<file path="src/rtl/s_box_inverse.sv">
// s_box_inverse: iterative AES inverse S-box, one byte per ready/valid transaction.
// Inverse affine on the input, then x^254 via a square/multiply chain over GF(2^8).
module s_box_inverse #(
    parameter logic [7:0] INV_AFFINE_CONSTANT = 8'h05,
    parameter logic [7:0] REDUCE_POLY         = 8'h1B,
    parameter int         NUM_STEPS           = 7
) (
    input  logic       clock,
    input  logic       reset,
    input  logic       input_valid,
    output logic       input_ready,
    input  logic [7:0] input_data,
    output logic       output_valid,
    input  logic       output_ready,
    output logic [7:0] output_data
);
    typedef enum logic [1:0] {IDLE, COMPUTE, DONE} state_t;
    state_t state, next_state;
    logic [7:0] t, acc, b, t_sq, acc_next;
    logic [2:0] cnt;
    logic armed, accept, last;

    function automatic logic [7:0] gf_mul(input logic [7:0] x, input logic [7:0] y);
        logic [7:0] p, a;
        p = 8'h00;
        a = x;
        for (int i = 0; i < 8; i++) begin
            p = y[i] ? p ^ a : p;
            a = {a[6:0], 1'b0} ^ (a[7] ? REDUCE_POLY : 8'h00);
        end
        return p;
    endfunction

    function automatic logic [7:0] rotl(input logic [7:0] s, input int n);
        logic [15:0] d;
        d = {s, s} << n;
        return d[15:8];
    endfunction

    assign b        = rotl(input_data, 1) ^ rotl(input_data, 3) ^ rotl(input_data, 6) ^ INV_AFFINE_CONSTANT;
    assign t_sq     = gf_mul(t, t);
    assign acc_next = gf_mul(acc, t_sq);
    assign accept   = input_valid && input_ready;
    assign last     = cnt == 3'(NUM_STEPS - 1);

    // armed keeps input_ready low while reset is held, without a path from the reset pin
    always_ff @(posedge clock) begin
        state <= reset ? IDLE : next_state;
        armed <= !reset;
    end

    always_comb begin
        next_state = state;
        case (state)
            IDLE:    next_state = accept ? COMPUTE : IDLE;
            COMPUTE: next_state = last ? DONE : COMPUTE;
            DONE:    next_state = output_ready ? IDLE : DONE;
            default: next_state = IDLE;
        endcase
    end

    always_comb begin
        input_ready  = state == IDLE && armed;
        output_valid = state == DONE;
    end

    always_ff @(posedge clock) begin
        if (reset) begin
            t           <= 8'h00;
            acc         <= 8'h00;
            cnt         <= 3'd0;
            output_data <= 8'h00;
        end else if (accept) begin
            t   <= b;
            acc <= 8'h01;
            cnt <= 3'd0;
        end else if (state == COMPUTE) begin
            t   <= t_sq;
            acc <= acc_next;
            cnt <= cnt + 3'd1;
            if (last)
                output_data <= acc_next;
        end
    end
endmodule

</file>
<file path="config.mk">
export PLATFORM = sky130hd
export DESIGN_NAME = s_box_inverse
export DESIGN_NICKNAME = d
export VERILOG_FILES = /design/src/rtl/s_box_inverse.sv
export SDC_FILE = /design/constraint.sdc
export NUM_CORES = 1
export LEC_CHECK = 0
export ABC_CLOCK_PERIOD_IN_PS = 6150
export BUFFER_PORTS_ARGS = -buffer_cell sky130_fd_sc_hd__buf_4
export CAP_MARGIN = 20
export CORE_MARGIN = 1
export CORE_UTILIZATION = 40
export DETAILED_ROUTE_END_ITERATION = 6
export MAX_ROUTING_LAYER = met4
export PLACE_DENSITY = 0.61
export SLEW_MARGIN = 20
export SYNTH_ARGS = -nofsm -noshare
export SYNTH_HDL_FRONTEND = slang
export SYNTH_SLANG_ARGS = --single-unit
</file>
<file path="constraint.sdc">
create_clock -name clock -period 6.15 [get_ports clock]
set_input_delay 1.23 -clock clock [delete_from_list [all_inputs] [get_ports clock]]
set_output_delay 1.23 -clock clock [all_outputs]
set_load 0.05 [all_outputs]
</file>
==> run_results.csv, run 1 <==
group,metric,value,unit
setup_path,crit_path_max_fanout,11,
cts,cts_root_buffer,"clkbuf_8",
cts,clock_sinks,30,
synth,netlist_area,3770,um^2
setup_path,timing.rr.start,"t[0]",
routing,drc,0,
floorplan,die_x,99.1,um
layout,n_antenna_cell,0,
synth,yosys_register_bits,30,
setup_path,cpMaxStageDelayCell,"xor2_1",
hold_path,worstHoldEndpoint,"output_data[3]",
cts,clkLatencyLatePin,0.28,ns
setup_path,start_kind,"flop",
routing,ant_nets,0,
floorplan,core_area,9200,um^2
cts,numCtsBuffers,5,
sta,hold_viol_final,0,
hold_path,worstHoldPathType,"flop to flop",
routing,drt_iter0_markers,226,
setup_path,slowest_delay,0.73,ns
power,powerDensity,254,nW/um^2
cts,cts_buffer_depth,2,
sta,post-route-period-util,64.7,%
layout,utilization,43.2,%
synth,syn-num-nets,505,
power,p_leak,0.00144,uW
setup_path,critPathKind,"flop to flop",
synth,synth_edf_count,0,
global_routing,grt_use_total,20.8,%
routing,vias,3393,
floorplan,start_util,41.0,%
cts,cts_setup_buffers,0,
place,dp.cells,588,
setup_path,r2r_slack,2.17,ns
floorplan,die_area,9830,um^2
floorplan,die_h,99.1,um
synth,ys.flop_type,"dfxtp_1",
global_routing,grt_pass1_vias,3128,
setup_path,critPathBufInv,0,
synth,synthArstFlopShare,0,%
hold_path,worstHoldStart,"output_data[3]",
sta,slew_headroom,37.4,%
synth,yosysWarningCount,0,
setup_path,critPathCaptureType,"flop",
setup_path,r2r_end,"acc[3]",
cts,path_clk_slew,0.07,ns
layout,drive_gt1_share,10.9,%
sta,hold-worst-slack,0.475,ns
cts,cts_tree,"built",
global_routing,grt_pass1_wl,16000,um
global_routing,antenna_found_initial,0,
synth,yosysSeqAreaShare,15.9,%
sta,tightest_slew,0.937,ns
sta,setup_violations,0,
setup_path,path_delay_family,"XOR/XNOR gates",
routing,wl_per_cell,16.0,um
layout,fin_nets,499,
cts,hold_buffers,0,
setup_path,worstPathCellList,"ha_1 > xor3_1 > nand2_1 > xor2_1 > nand2_1 > xnor2_1 > xnor3_1 > xnor2_1 > or4_1 > nand3_1 > a21oi_1",
global_routing,grt_start_max_net_pins,28,
outcome,status,"complete, no violations",
layout,syn_to_final_growth,5.20,%
global_routing,overflow,0,
sta,grt_setup_unrepaired,"false",
setup_path,crit_arrival,4.15,ns
synth,avgSynthCellArea,7.70,um^2
cts,cts_resized,0,
routing,wirelength,9520,um
floorplan,rows,35,
sta,drv_slew,0,
power,ir_worst_vdd,0.158,mV
place,io_buffers,21,
synth,synth.distinct_cells,68,
synth,netlist_instances,490,
sta,layout_min_cycle_time,3.98,ns
job,cap_violations,0,
place,place_hpwl,6930,um
setup_path,crit_required,6.32,ns
place,routabilityCongestion,0.879,
layout,mostFrequentLayoutCells,"68 x xnor2_1, 51 x nor2_1, 45 x nand2_1",
place,post-place-ws,2.21,ns
cts,htree_levels,2,
sta,final.setup_skew,0.00543,ns
sta,fin_tns_setup,0,ns
routing,dr.pass1.iters,5,
layout,layout.cells.non_filler,596,
hold_path,whs_path_depth,2,
floorplan,ios,22,
layout,layout_commonest_cell,"xnor2_1",
routing,routed_via_density,5.69,
sta,fin_ws,2.17,ns
sta,timing.fmax,251,MHz
setup_path,reg2reg_depth,11,
-- final cells by class --
class | count | area (um^2)
Timing Repair Buffer | 26 | 195
Clock inverter | 1 | 5.00
Tap cell | 111 | 139
Multi-Input combinational cell | 406 | 2890
Fill cell | 931 | 5230
Inverter | 15 | 56.3
Clock buffer | 7 | 86.3
Sequential cell | 30 | 601
-- synth_stat cells, drive strengths merged, types with 11 or more instances --
cell | n | area share (%)
dfxtp | 30 | 16
nand2 | 45 | 4.5
inv | 12 | 1.2
o21ai | 23 | 3.0
a211oi | 12 | 2.4
clkbuf | 18 | 1.8
nor2 | 51 | 5.1
nor3 | 11 | 1.6
buf | 21 | 4.3
xnor2 | 72 | 18
a21oi | 33 | 4.4
xor2 | 31 | 7.4
-- through the flow --
step                      instance area, um^2  power, uW
after detailed placement                 3880        841
final                                    3970       1010
after floorplan                          3770        732
after global routing                     3970       1080
after CTS                                3970       1010
after global placement                   3880        838
-- tightest hold or removal path, cell delays in order, from the launching register on --
cell and delay (ns):
dfxtp_1 0.31, nand2_1 0.06, a21oi_1 0.06
-- how the worst max path moves through the flow --
stage	slack, ns	cells past startpoint	startpoint	end
floorplan	2.96	12	t[0]	acc[3]
detailed placement	2.21	11	t[0]	output_data[3]
finish	2.17	11	t[0]	acc[3]
global route	1.85	10	t[6]	output_data[3]
CTS	2.20	11	t[0]	output_data[3]
global placement	2.23	11	t[0]	acc[3]
-- where the power goes --
part           total (uW)  switching (uW)  leakage, uW  internal, uW
clock                 164            74.0    0.0000482          90.1
combinational         590             333      0.00115           257
sequential            256            49.5     0.000244           206
-- cells by family (layout without fill, tap and decap cells) --
logic type	Yosys count	count (layout)	synth area share, %
DFF	30	30	15.9
adders and majority gates	3	3	0.994
buffers and inverters	54	49	7.56
AOI/OAI and AO/OA	115	115	20.6
muxes	16	16	4.74
xor gates and xnor gates	110	110	29.8
and+or+nand+nor	162	162	20.4
-- flip-flops by register name (all words and copies together), names as in the netlist --
register / flops
output_data: 8
state: 2
cnt: 3
t: 8
acc: 8
armed: 1
-- per-layer routing --
layer | GRT usage [%] | share of wire [%] | wire, um
met5 | - | 0 | 0
met4 | 6.90 | 2.1 | 200
met3 | 1.19 | 3.4 | 321
met2 | 34.5 | 47 | 4510
met1 | 27.1 | 47 | 4490
Power figures use the tool's default switching activity.
==> inputs of run 2 (changes only) <==
Settings changed: ABC_CLOCK_PERIOD_IN_PS 6150 to 4100.
Clock period 6.15 ns to 4.1 ns, I/O delays scaled along.
==> run_results.csv, run 2 (synthesized netlist as in run 1, its figures left out) <==
group,metric,value,unit
routing,routed_via_density,5.62,
job,cap_violations,0,
cts,numCtsBuffers,5,
setup_path,critPathBufInv,0,
sta,final.setup_skew,0.00844,ns
sta,hold_viol_final,0,
global_routing,grt_use_total,21.0,%
global_routing,use_met3,1.34,%
routing,wirelength,9490,um
layout,syn_to_final_growth,7.89,%
floorplan,ios,22,
outcome,status,"complete, no violations",
global_routing,overflow,0,
setup_path,critical_path_depth,10,
setup_path,reg2reg_depth,10,
floorplan,die_x,99.1,um
global_routing,grt_start_max_net_pins,28,
setup_path,crit_arrival,3.87,ns
power,powerDensity,380,nW/um^2
sta,tightest_slew,0.861,ns
routing,vias,3421,
place,place_hpwl,7000,um
hold_path,worstHoldPathType,"flop to flop",
cts,hold_buffers,0,
place,post-place-ws,0.423,ns
cts,cts_tree,"built",
sta,fin_tns_setup,0,ns
power,combPwrFrac,60.5,%
setup_path,start_kind,"flop",
place,routabilityCongestion,0.902,
sta,timing.fmax,275,MHz
layout,reg_top3,"acc (8), output_data (8), t (8)",
setup_path,crit_path_max_fanout,22,
sta,layout_min_cycle_time,3.64,ns
routing,drc,0,
sta,grt_setup_unrepaired,"false",
setup_path,critPathCaptureType,"flop",
cts,clkLatencyLatePin,0.28,ns
sta,post-route-period-util,88.7,%
layout,n_fill_cell,954,
power,ir_worst_vdd,0.254,mV
floorplan,die_h,99.1,um
cts,cts_resized,0,
global_routing,met1_usage,27.3,%
power,power.internal,852,uW
setup_path,worstPathCellList,"mux2i_1 > xor2_1 > a2111oi_0 > o41ai_1 > a211oi_1 > or2_1 > nor2_1 > xnor2_1 > or4_1 > nand3_1",
global_routing,grt_pass1_wl,16300,um
power,pwr-share-seq,23.1,%
place,io_buffers,21,
setup_path,path_delay_family,"simple AND/OR/NAND/NOR gates",
layout,drive_gt1_share,13.5,%
sta,drv_slew,0,
floorplan,start_util,41.0,%
power,clkPwrFrac,16.5,%
layout,n_antenna_cell,0,
floorplan,core_area,9200,um^2
layout,fin_nets,512,
routing,wl_per_cell,15.6,um
power,p_leak,0.00150,uW
floorplan,rows,35,
routing,ant_nets,0,
power,switching_power,695,uW
floorplan,die_area,9830,um^2
hold_path,whs_path_depth,2,
sta,fin_ws,0.461,ns
cts,cts_buffer_depth,2,
layout,mostFrequentLayoutCells,"68 x xnor2_1, 51 x nor2_1, 45 x nand2_1",
routing,dr.pass1.iters,5,
global_routing,grt_busiest_layer,"met2",
routing,drt_iter0_markers,157,
setup_path,crit_required,4.33,ns
global_routing,met2_usage,35.8,%
global_routing,grt_pass1_vias,3290,
global_routing,antenna_found_initial,0,
layout,layout_commonest_cell,"xnor2_1",
cts,path_clk_slew,0.07,ns
cts,clock_sinks,30,
sta,setup_violations,0,
setup_path,slowest_delay,0.89,ns
power,swShare,44.9,%
setup_path,cpMaxStageDelayCell,"dfxtp_1",
cts,htree_levels,2,
cts,cts_setup_buffers,0,
setup_path,critPathKind,"flop to flop",
sta,slew_headroom,42.5,%
cts,cts_root_buffer,"clkbuf_8",
-- run 2: power groups by stage --
stage | registers, uW | clock network [uW] | logic [uW]
floorplan | 327 | 0 | 772
global placement | 362 | 0 | 912
detailed placement | 363 | 0 | 927
CTS | 356 | 261 | 932
global route | 362 | 269 | 1020
finish | 357 | 254 | 935
-- run 2: final timing paths --
| path | slack, ns | from | to |
|---|---|---|---|
| min | 0.49 | output_data[3] | output_data[3] |
| max reg2reg | 0.46 | t[5] | output_data[0] |
| min reg2reg | 0.49 | output_data[3] | output_data[3] |
| max | 0.46 | t[5] | output_data[0] |
-- run 2: routing by layer --
| metal | up-vias | share of wire [%] |
|---|---|---|
| li1 | 1709 | - |
| met1 | 1630 | 47 |
| met2 | 72 | 48 |
| met3 | 10 | 3.5 |
| met4 | 0 | 1.1 |
| met5 | - | 0 |
-- run 2: worst min-delay path, stage by stage (launching register included) --
cell     delay (ns)
dfxtp_1        0.33
nand2_1        0.06
a21oi_1        0.05
-- run 2: final cells by class --
cell class              instances  area, um^2  share of cell area [%]
clock inverters                 2        12.5                   0.307
inverters                      15        56.3                    1.38
multi-input cells             406        2890                    70.9
repair buffers                 39         293                    7.19
well taps                     111         139                    3.41
flip-flops and latches         30         601                    14.7
clock buffers                   6        82.6                    2.03
-- run 2: per-stage QoR --
step / power (uW) / cells / hold WS (ns) / util [%] / instance area, um^2
after floorplan: 1100 / 490 / 0.463 / - / 3770
after global placement: 1270 / 601 / 0.475 / 43.3 / 3980
after detailed placement: 1290 / 601 / 0.474 / 43.3 / 3980
after CTS: 1550 / 609 / 0.494 / 44.3 / 4070
after global routing: 1660 / 609 / 0.533 / 44.3 / 4070
final: 1550 / 609 / 0.493 / 44.3 / 4070
==> inputs of run 3 (changes only) <==
--- a/config.mk
+++ b/config.mk
@@ -9,5 +9,5 @@
 export BUFFER_PORTS_ARGS = -buffer_cell sky130_fd_sc_hd__buf_4
 export CAP_MARGIN = 20
-export CORE_MARGIN = 1
+export CORE_MARGIN = 5
 export CORE_UTILIZATION = 40
 export DETAILED_ROUTE_END_ITERATION = 6
==> constraint.sdc (replaced) <==
create_clock -name clock -period 4.1 [get_ports clock]
set_input_delay 0.82 -clock clock [delete_from_list [all_inputs] [get_ports clock]]
set_output_delay 0.82 -clock clock [all_outputs]
set_load 0.005 [all_outputs]
==> run_results.csv, run 3 (synthesized netlist as in run 1, its figures left out) <==
group,metric,value,unit
outcome,status,"complete, no violations",
routing,routed_via_density,5.50,
setup_path,r2r_slack,0.40,ns
global_routing,grt_start_max_net_pins,28,
place,io_buffers,21,
routing,dr.pass1.iters,5,
routing,wirelength,10000,um
setup_path,reg2reg_depth,11,
routing,wl_per_cell,16.0,um
layout,utilization,44.3,%
sta,hold-worst-slack,0.496,ns
cts,path_clk_slew,0.06,ns
cts,clock_sinks,30,
layout,drive_gt1_share,13.2,%
cts,cts_buffer_depth,2,
layout,layout_commonest_cell,"xnor2_1",
floorplan,die_area,11500,um^2
cts,numCtsBuffers,5,
setup_path,critPathKind,"flop to flop",
sta,tightest_slew,0.903,ns
setup_path,critPathCaptureType,"flop",
cts,clkLatencyLatePin,0.27,ns
cts,hold_buffers,0,
sta,fin_tns_setup,0,ns
global_routing,grt_use_total,18.3,%
job,cap_violations,0,
power,powerDensity,372,nW/um^2
power,power,1520,uW
place,routabilityCongestion,0.879,
layout,n_fill_cell,947,
sta,hold_viol_final,0,
setup_path,timing.rr.start,"t[6]",
place,place_hpwl,7420,um
sta,drv_slew,0,
setup_path,start_kind,"flop",
sta,layout_min_cycle_time,3.70,ns
layout,n_antenna_cell,0,
place,placed_area,4020,um^2
sta,timing.fmax,270,MHz
sta,grt_setup_unrepaired,"false",
layout,reg_top3,"acc (8), output_data (8), t (8)",
layout,mostFrequentLayoutCells,"68 x xnor2_1, 51 x nor2_1, 45 x nand2_1",
global_routing,antenna_found_initial,0,
hold_path,worstHoldPathType,"flop to flop",
sta,post-route-period-util,90.3,%
routing,drt_iter0_markers,263,
hold_path,worstHoldEndpoint,"output_data[0]",
power,p_leak,0.00150,uW
floorplan,ios,22,
setup_path,crit_required,4.25,ns
cts,cts_root_buffer,"clkbuf_8",
routing,drc,0,
floorplan,core_area,9240,um^2
cts,cts_resized,0,
sta,setup_violations,0,
sta,final.setup_skew,0.00408,ns
routing,vias,3455,
layout,fin_nets,514,
layout,seqCellArea,601,um^2
cts,cts_setup_buffers,0,
layout,syn_to_final_growth,8.39,%
cts,cts_tree,"built",
routing,ant_nets,0,
sta,slew_headroom,39.4,%
hold_path,whs_path_depth,2,
power,ir_worst_vdd,0.282,mV
global_routing,overflow,0,
layout,multi_input_area,2890,um^2
setup_path,crit_path_max_fanout,15,
hold_path,worstHoldStart,"output_data[0]",
global_routing,grt_pass1_vias,3299,
setup_path,crit_arrival,3.85,ns
cts,htree_levels,2,
floorplan,die_h,107,um
layout,fin_area,4090,um^2
floorplan,start_util,40.9,%
floorplan,rows,35,
floorplan,die_x,107,um
setup_path,r2r_end,"acc[6]",
global_routing,grt_pass1_wl,16800,um
run 3: worst max path at each step:
stage                     start              to  slack, ns
after global placement     t[6]          acc[6]       0.55
after detailed placement   t[6]          acc[6]       0.47
after floorplan            t[0]          acc[3]       0.91
final                      t[6]          acc[6]       0.40
after CTS                  t[6]          acc[6]       0.42
after global routing       t[6]  output_data[2]       0.12
run 3: report_power, final:
part / internal (uW) / switching, uW
Combinational: 410 / 537
Sequential: 309 / 45.8
Clock: 117 / 105
Total: 836 / 688
run 3: per-layer routing:
layer / wire length (um) / GRT usage [%]
met5: 0 / -
met4: 199 / 5.84
met3: 452 / 1.81
met2: 4590 / 28.8
met1: 4810 / 24.8
run 3: stage by stage:
step	worst slack, ns	cells
final	0.397	628
after global routing	0.123	628
after CTS	0.422	628
after detailed placement	0.465	621
after global placement	0.549	621
after floorplan	0.913	490
run 3: final cells by class:
class	instances	area share (%)
multi-input combinational	406	70.6
sequential	30	14.7
timing repair buffer	41	7.52
tap	129	3.94
clock buffer	7	1.87
inverter	15	1.38
run 3: critical path, stage by stage, from the launching register on:
cell	delay, ns
dfxtp_1	0.61
buf_4	0.32
xor2_1	0.27
mux2i_1	0.26
o31ai_1	0.10
o41ai_1	0.54
a211oi_1	0.22
or2_1	0.45
nor2_1	0.18
xnor3_1	0.47
nor2_1	0.11
a211oi_1	0.05
